File: config.mk
export PLATFORM = sky130hd
export DESIGN_NAME = fsm_transition_monitor_flat
export DESIGN_NICKNAME = d
export VERILOG_FILES = /design/src/rtl/fsm_transition_monitor_if.sv /design/src/rtl/fsm_transition_monitor.sv /design/src/flat_wrapper.sv
export SDC_FILE = /design/constraint.sdc
export NUM_CORES = 1
export LEC_CHECK = 0
export ABC_AREA = 1
export ABC_CLOCK_PERIOD_IN_PS = 3700
export CELL_PAD_IN_SITES_DETAIL_PLACEMENT = 0
export CELL_PAD_IN_SITES_GLOBAL_PLACEMENT = 1
export CORE_UTILIZATION = 50
export CTS_CLUSTER_SIZE = 25
export DETAILED_ROUTE_END_ITERATION = 16
export PLACE_DENSITY = 0.83
export REMOVE_ABC_BUFFERS = 1
export SYNTH_ARGS = -nofsm -noshare
export SYNTH_HDL_FRONTEND = slang
export SYNTH_SLANG_ARGS = --single-unit
File: constraint.sdc
create_clock -name clk -period 3.7 [get_ports clk]
set_clock_uncertainty 0.2 [all_clocks]
set_input_delay 0.37 -clock clk [delete_from_list [all_inputs] [get_ports clk]]
set_output_delay 0.37 -clock clk [all_outputs]
set_load 0.01 [all_outputs]
File: src/rtl/fsm_transition_monitor_if.sv
// fsm_transition_monitor_if: observed-state, config and status bundle.
// cov_state/cov_full exist only when FSM_MON_COVER_EN is defined.
interface fsm_transition_monitor_if #(
    parameter int STATE_W = 4,
    parameter int CNT_W   = 16
);
    localparam int NS = 1 << STATE_W;

    logic [STATE_W-1:0] state;
    logic               state_vld;
    logic               cfg_we;
    logic [STATE_W-1:0] cfg_addr;
    logic [NS-1:0]      cfg_succ;
    logic               clr;

    logic               err_pulse;
    logic               err_sticky;
    logic [STATE_W-1:0] err_from;
    logic [STATE_W-1:0] err_to;
    logic [CNT_W-1:0]   err_cnt;
    logic [CNT_W-1:0]   trans_cnt;
`ifdef FSM_MON_COVER_EN
    logic [NS-1:0]      cov_state;
    logic               cov_full;
`endif

    modport master (
        output state, state_vld, cfg_we, cfg_addr, cfg_succ, clr,
        input  err_pulse, err_sticky, err_from, err_to,
        input  err_cnt, trans_cnt
`ifdef FSM_MON_COVER_EN
        , input cov_state, cov_full
`endif
    );

    modport slave (
        input  state, state_vld, cfg_we, cfg_addr, cfg_succ, clr,
        output err_pulse, err_sticky, err_from, err_to,
        output err_cnt, trans_cnt
`ifdef FSM_MON_COVER_EN
        , output cov_state, cov_full
`endif
    );
endinterface

File: src/rtl/fsm_transition_monitor.sv
// fsm_transition_monitor: checks observed FSM steps against a legal-successor table.
// Optional state-visit coverage is built only with FSM_MON_COVER_EN.
module fsm_transition_monitor #(
    parameter int STATE_W = 4,
    parameter int CNT_W   = 16
) (
    input logic                   clk,
    input logic                   rst,
    fsm_transition_monitor_if.slave mon
);
    localparam int NS = 1 << STATE_W;

    logic [NS-1:0]      succ_tbl [NS];
    logic [STATE_W-1:0] prev_q;
    logic               prev_vld_q;

    logic               err_pulse_q;
    logic               err_sticky_q;
    logic [STATE_W-1:0] err_from_q;
    logic [STATE_W-1:0] err_to_q;
    logic [CNT_W-1:0]   err_cnt_q;
    logic [CNT_W-1:0]   trans_cnt_q;

    logic check;
    logic legal;
    logic viol;

    // Table read uses the registered row, so a same-cycle write sees old contents.
    always_comb begin
        check = mon.state_vld && prev_vld_q;
        legal = succ_tbl[prev_q][mon.state];
        viol  = check && !legal;
    end

    // Legal-successor table: permissive after reset, row writes via cfg_we.
    always_ff @(posedge clk) begin
        if (!rst) begin
            for (int i = 0; i < NS; i++) begin
                succ_tbl[i] <= '1;
            end
        end else if (mon.cfg_we) begin
            succ_tbl[mon.cfg_addr] <= mon.cfg_succ;
        end
    end

    // Previous-sample tracking; a gap in state_vld breaks the chain.
    always_ff @(posedge clk) begin
        if (!rst) begin
            prev_q     <= '0;
            prev_vld_q <= 1'b0;
        end else begin
            prev_vld_q <= mon.state_vld;
            if (mon.state_vld) begin
                prev_q <= mon.state;
            end
        end
    end

    // Violation status and saturating counters; clr wins over updates.
    always_ff @(posedge clk) begin
        if (!rst) begin
            err_pulse_q  <= 1'b0;
            err_sticky_q <= 1'b0;
            err_from_q   <= '0;
            err_to_q     <= '0;
            err_cnt_q    <= '0;
            trans_cnt_q  <= '0;
        end else begin
            err_pulse_q <= viol;
            if (mon.clr) begin
                err_sticky_q <= 1'b0;
                err_from_q   <= '0;
                err_to_q     <= '0;
                err_cnt_q    <= '0;
                trans_cnt_q  <= '0;
            end else begin
                if (check && trans_cnt_q != '1) begin
                    trans_cnt_q <= trans_cnt_q + 1'b1;
                end
                if (viol && err_cnt_q != '1) begin
                    err_cnt_q <= err_cnt_q + 1'b1;
                end
                if (viol && !err_sticky_q) begin
                    err_sticky_q <= 1'b1;
                    err_from_q   <= prev_q;
                    err_to_q     <= mon.state;
                end
            end
        end
    end

    assign mon.err_pulse  = err_pulse_q;
    assign mon.err_sticky = err_sticky_q;
    assign mon.err_from   = err_from_q;
    assign mon.err_to     = err_to_q;
    assign mon.err_cnt    = err_cnt_q;
    assign mon.trans_cnt  = trans_cnt_q;

`ifdef FSM_MON_COVER_EN
    logic [NS-1:0] cov_q;

    // Visited-state bitmap, cleared by clr or reset.
    always_ff @(posedge clk) begin
        if (!rst) begin
            cov_q <= '0;
        end else if (mon.clr) begin
            cov_q <= '0;
        end else if (mon.state_vld) begin
            cov_q[mon.state] <= 1'b1;
        end
    end

    assign mon.cov_state = cov_q;
    assign mon.cov_full  = &cov_q;
`endif
endmodule

File: src/flat_wrapper.sv
// flat-port wrapper written by rule: the top's interface ports become plain ports
module fsm_transition_monitor_flat 
#(
    parameter int STATE_W = 4,
    parameter int CNT_W   = 16
)
  (clk, rst, mon_state, mon_state_vld, mon_cfg_we, mon_cfg_addr, mon_cfg_succ, mon_clr, mon_err_pulse, mon_err_sticky, mon_err_from, mon_err_to, mon_err_cnt, mon_trans_cnt);
  fsm_transition_monitor_if #(.STATE_W(STATE_W), .CNT_W(CNT_W)) mon_i ();
  input logic clk;
  input logic rst;
  input wire logic [$bits(mon_i.state)-1:0] mon_state;
  input wire logic [$bits(mon_i.state_vld)-1:0] mon_state_vld;
  input wire logic [$bits(mon_i.cfg_we)-1:0] mon_cfg_we;
  input wire logic [$bits(mon_i.cfg_addr)-1:0] mon_cfg_addr;
  input wire logic [$bits(mon_i.cfg_succ)-1:0] mon_cfg_succ;
  input wire logic [$bits(mon_i.clr)-1:0] mon_clr;
  output wire logic [$bits(mon_i.err_pulse)-1:0] mon_err_pulse;
  output wire logic [$bits(mon_i.err_sticky)-1:0] mon_err_sticky;
  output wire logic [$bits(mon_i.err_from)-1:0] mon_err_from;
  output wire logic [$bits(mon_i.err_to)-1:0] mon_err_to;
  output wire logic [$bits(mon_i.err_cnt)-1:0] mon_err_cnt;
  output wire logic [$bits(mon_i.trans_cnt)-1:0] mon_trans_cnt;
  assign mon_i.state = mon_state;
  assign mon_i.state_vld = mon_state_vld;
  assign mon_i.cfg_we = mon_cfg_we;
  assign mon_i.cfg_addr = mon_cfg_addr;
  assign mon_i.cfg_succ = mon_cfg_succ;
  assign mon_i.clr = mon_clr;
  assign mon_err_pulse = mon_i.err_pulse;
  assign mon_err_sticky = mon_i.err_sticky;
  assign mon_err_from = mon_i.err_from;
  assign mon_err_to = mon_i.err_to;
  assign mon_err_cnt = mon_i.err_cnt;
  assign mon_trans_cnt = mon_i.trans_cnt;
  fsm_transition_monitor #(.STATE_W(STATE_W), .CNT_W(CNT_W)) u_core (.clk(clk), .rst(rst), .mon(mon_i));
endmodule
# Word-level counts from Yosys, hierarchy flattened
# Memories as Yosys holds them, arrays and structs flattened. A register that Yosys moved wholly into a read port is not among the register bits.
# Index checks and enable logic that the tools add are counted.
[totals]
register_bits = 47
ram_bits = 256
output_inout_bits = 42
memories = 1
[classes]
add_sub_neg = 2
order_cmp = 1
n_eq_ne = 2
muxes = 11
bitwise = 1
n_reduce_logical = 9
[memory_table]
columns = ["memory", "words", "width", "read_ports", "rd_ports_with_merged_regs", "wr", "line", "rtl"]
rows = [
  ["u_core.succ_tbl", 16, 16, 1, 1, 16, "fsm_transition_monitor.sv:13", "logic [NS-1:0] succ_tbl [NS];"],
]
[ops]
columns = ["cell", "n"]
rows = [
  ["$add A16 B1 Y16 const B", 2],
  ["$ne A16 B16 Y1 const B", 2],
  ["$mux W16", 1],
  ["$reduce_or A16 Y1", 1],
  ["$mux W4", 3],
  ["$mux W1", 6],
  ["$logic_and A1 B1 Y1", 5],
  ["$lt A4 B5 Y1 const B", 1],
  ["$bmux W1 S4", 1],
  ["$logic_not A1 Y1", 2],
  ["$reduce_or A2 Y1", 1],
  ["$not A1 Y1", 1],
]

# Longest topological paths before layout
[depth]
ltp_word = 5
depth_mapped = 18
depth_no_buf = 15

# Worst setup path before layout
# No wires, ideal clock.
[synth_timing]
path_kind = "input -> register"
from = "input port rst"
to = "memory u_core.succ_tbl[10][0] (netlist name) (enable)"
setup_time_ns = 0.411
t_arrival_ns = 1.881
required_time_ns = 3.089
slack_ns = 1.207
stages = 4
path_cell_list = "nand2_1 inv_1 nand3_1 o21ai_0"
[synth_rtl]
columns = ["item", "line", "rtl"]
rows = [
  ["from (decl)", "flat_wrapper.sv:10", "input logic rst;"],
  ["to (decl)", "fsm_transition_monitor.sv:13", ""],
]

==> impl_metrics.sql <==
INSERT INTO impl_metrics (metric_group, metric, value, unit) VALUES
('power_and_ir_drop', 'seq_power_share', '0.507', ''),
('cells_and_area', 'nets', '1612', ''),
('run_status', 'outcome', 'completed', ''),
('critical_path', 'critical_path.endpoint_type', 'flop', ''),
('hold_path', 'worst_hold_path.num_cells', '2', ''),
('cells_and_area', 'area_growth_syn_to_layout', '15.44', '%'),
('timing', 'post_route_worst_setup_slack', '0.5013', 'ns'),
('clock_network', 'post-cts-setup-buffer-count', '0', ''),
('yosys', 'synth_ff_type', 'edfxtp_1', ''),
('clock_network', 'cts.sinks', '307', ''),
('yosys', 'portion_of_the_post_synthesis_area_used_by_sequential_elements', '0.6260', ''),
('yosys', 'yosys_register_bits', '307', ''),
('hold_path', 'timing.hold.worst_endpoint', 'u_core.mon.err_to[3]', ''),
('global_routing', 'grt_max_degree', '129', ''),
('critical_path', 'critical-path-top-cell-by-count', 'nand3_1', ''),
('clock_network', 'clkTransAtPathRegs', '0.06', 'ns'),
('critical_path', 'reg2reg_to', 'u_core.mon.err_cnt[11]', ''),
('job', 'drv_cap', '0', ''),
('yosys', 'synth.top_cell.area_share', '0.5526', ''),
('timing', 'maxClockFrequency', '312.6', 'MHz'),
('yosys', 'synth.cell_area', '13910', 'sq um'),
('power_and_ir_drop', 'power.share.combinational', '0.092', ''),
('hold_path', 'min_from', 'u_core.mon.err_to[3]', ''),
('critical_path', 'critical_path.max_stage_delay', '0.39', 'ns'),
('yosys', 'synth_enable_flop_cells', '256', ''),
('critical_path', 'reg2reg_slack', '0.50', 'ns'),
('floorplanning', 'core.rowCount', '60', ''),
('yosys', 'post_synth.cell_area_avg', '9.153', 'sq um'),
('critical_path', 'cell_with_the_biggest_individual_delay_on_the_critical_path', 'nor2_4', ''),
('global_routing', 'antenna_found_initial', '0', ''),
('cells_and_area', 'instances_no_fill', '1976', ''),
('power_and_ir_drop', 'finalPower', '7.809', 'mW'),
('drt', 'drt_drc_violations_left', '0', ''),
('timing', 'min_period', '3.199', 'ns'),
('yosys', 'syn-instance-count', '1520', ''),
('critical_path', 'critPathKind', 'reg -> reg', ''),
('power_and_ir_drop', 'power.clock.fraction', '0.401', ''),
('place', 'gp_congestion', '0.8506', ''),
('drt', 'vias', '10870', ''),
('place', 'dpl_worst_slack', '0.4134', 'ns'),
('power_and_ir_drop', 'cellPowerDensity', '486.2', 'nW/um^2'),
('critical_path', 'worst-path-buf-inv', '4', ''),
('timing', 'tns', '0', 'ns'),
('drt', 'drt_first_iter_violations', '943', ''),
('floorplanning', 'die_area', '28500', 'sq um'),
('critical_path', 'crit_path_cell_trace', 'clkinv_2 -> buf_12 -> buf_4 -> nand2_1 -> nand3_1 -> nand3_1 -> nand3_1 -> nand3_1 -> nand2_1 -> nand2_1 -> nand3_1 -> nand3_2 -> inv_2 -> nor2_4 -> nand3_1 -> nand2_1 -> nor2_1', ''),
('global_routing', 'grt_first_pass_wirelength', '59310', 'um'),
('yosys', 'synthArstFlopShare', '0', ''),
('drt', 'viasPerCell', '5.501', ''),
('global_routing', 'grt_overflow', '0', ''),
('clock_network', 'cts_tree', 'done', ''),
('place', 'detailed_place_hpwl', '23930', 'um'),
('place', 'post_dp_cell_area', '15040', 'sq um'),
('floorplanning', 'chipHeight', '168.8', 'um'),
('critical_path', 'worst_setup_path_start_kind', 'flop', ''),
('floorplanning', 'io-pin-count', '71', ''),
('timing', 'max_slew.worst_pin.slew', '0.8733', 'ns'),
('yosys', 'library_cell_occupying_the_most_area_in_the_post_synthesis_netlist', 'edfxtp_1', ''),
('timing', 'holdWs', '0.2652', 'ns'),
('place', 'dpl.cell_count', '1917', ''),
('global_routing', 'groute.usage.overall', '0.2780', ''),
('power_and_ir_drop', 'switching_share', '0.2385', ''),
('yosys', 'synthTopCellsByArea', 'edfxtp_1 (55%), nand2_1 (16%), nand3_1 (9.5%)', ''),
('global_routing', 'first_global_vias', '10040', ''),
('drt', 'ant_nets', '0', ''),
('yosys', 'distinct_cell_type_count_of_the_synthesized_netlist', '28', ''),
('timing', 'fin_hold_viols', '0', ''),
('cells_and_area', 'drive_gt1_frac', '0.06484', ''),
('clock_network', 'ctsHtreeMaxLevel', '2', ''),
('power_and_ir_drop', 'max-vdd-ir-drop', '0.3917', 'mV'),
('critical_path', 'crit_arrival', '3.40', 'ns');
-- cells by family (layout without fill, tap and decap cells) --
logic type / Yosys count / count (layout) / share of synthesized area
and+or+nand+nor: 968 / 968 / 0.2919
DFF: 307 / 307 / 0.6260
buffers and inverters: 181 / 265 / 0.05711
AOI/OAI and AO/OA: 61 / 61 / 0.02257
adders and majority gates: 2 / 2 / 0.001798
xor gates and xnor gates: 1 / 1 / 0.0006297
-- tightest hold or removal path: stages (launching register included) --
cell and delay, ns:
dfxtp_1 0.32, inv_1 0.05, a21oi_1 0.05
-- power by group through the flow --
stage               Combinational, mW  Clock, mW  Sequential [mW]
floorplan                       0.374          0             4.06
global placement                0.704          0             4.03
detailed placement              0.713          0             4.03
CTS                             0.714       3.16             3.96
global route                    0.784       3.29             3.98
finish                          0.715       3.13             3.96
-- synthesized netlist by cell type, types with 2 or more instances --
master      n
nand2_1   595
nand3_1   265
edfxtp_1  256
inv_1      81
nor2_1     73
dfxtp_1    51
clkbuf_1   47
o21ai_0    31
a21oi_1    27
buf_2      26
buf_4      16
nor3_1     16
nand4_1    11
inv_2       5
buf_6       3
and3_1      2
buf_1       2
ha_1        2
nand3_2     2
-- worst max path at each step --
stage          cells past startpoint                endpoint  slack, ns
2_1_floorplan                     15  u_core.mon.err_cnt[10]      -1.88
3_3_place_gp                      12  u_core.mon.err_cnt[13]       0.41
3_5_place_dp                      12  u_core.mon.err_cnt[11]       0.41
4_1_cts                           17  u_core.mon.err_cnt[11]       0.52
5_1_grt                           17  u_core.mon.err_cnt[10]       0.24
6_report                          17  u_core.mon.err_cnt[11]       0.50
-- sequential cells by signal, indices dropped and copies added (netlist names), named ones only --
name                   flops
u_core.succ_tbl          256
u_core.mon.err_pulse       1
u_core.mon.trans_cnt      16
u_core.mon.err_cnt        16
u_core.mon.err_from        4
u_core.prev_q              4
u_core.mon.err_to          4
u_core.prev_vld_q          1
u_core.mon.err_sticky      1
-- placed cells by master (no fill, tap or decap), drive strengths merged --
master / n
nor3: 16
clkinv: 13
clkbuf: 48
nor3b: 1
dfxtp: 51
xor2: 1
nand2: 596
buf: 49
a21oi: 27
o21ai: 31
a211oi: 1
nor2: 74
a41oi: 1
o21a: 1
nand4: 12
clkdlybuf4s50: 70
ha: 2
nand3: 267
and3: 2
edfxtp: 256
inv: 85
-- per-layer routing --
| layer | vias to the layer above | GRT usage | part of all wire |
|---|---|---|---|
| li1 | 5179 | - | - |
| met1 | 5162 | 0.3987 | 0.42 |
| met2 | 454 | 0.4369 | 0.47 |
| met3 | 75 | 0.03928 | 0.081 |
| met4 | 0 | 0.09051 | 0.031 |
| met5 | - | 0 | 0 |
-- final cells by class --
class | instances | area [sq um] | area share
clock buffers | 48 | 977.2 | 0.06084
clock inverters | 11 | 46.29 | 0.002883
inverters | 87 | 327.8 | 0.02041
multi-input cells | 1032 | 4412 | 0.2747
flip-flops and latches | 307 | 8713 | 0.5425
well taps | 372 | 465.4 | 0.02898
repair buffers | 119 | 1119 | 0.06965
(Power assumes the default switching activity.)
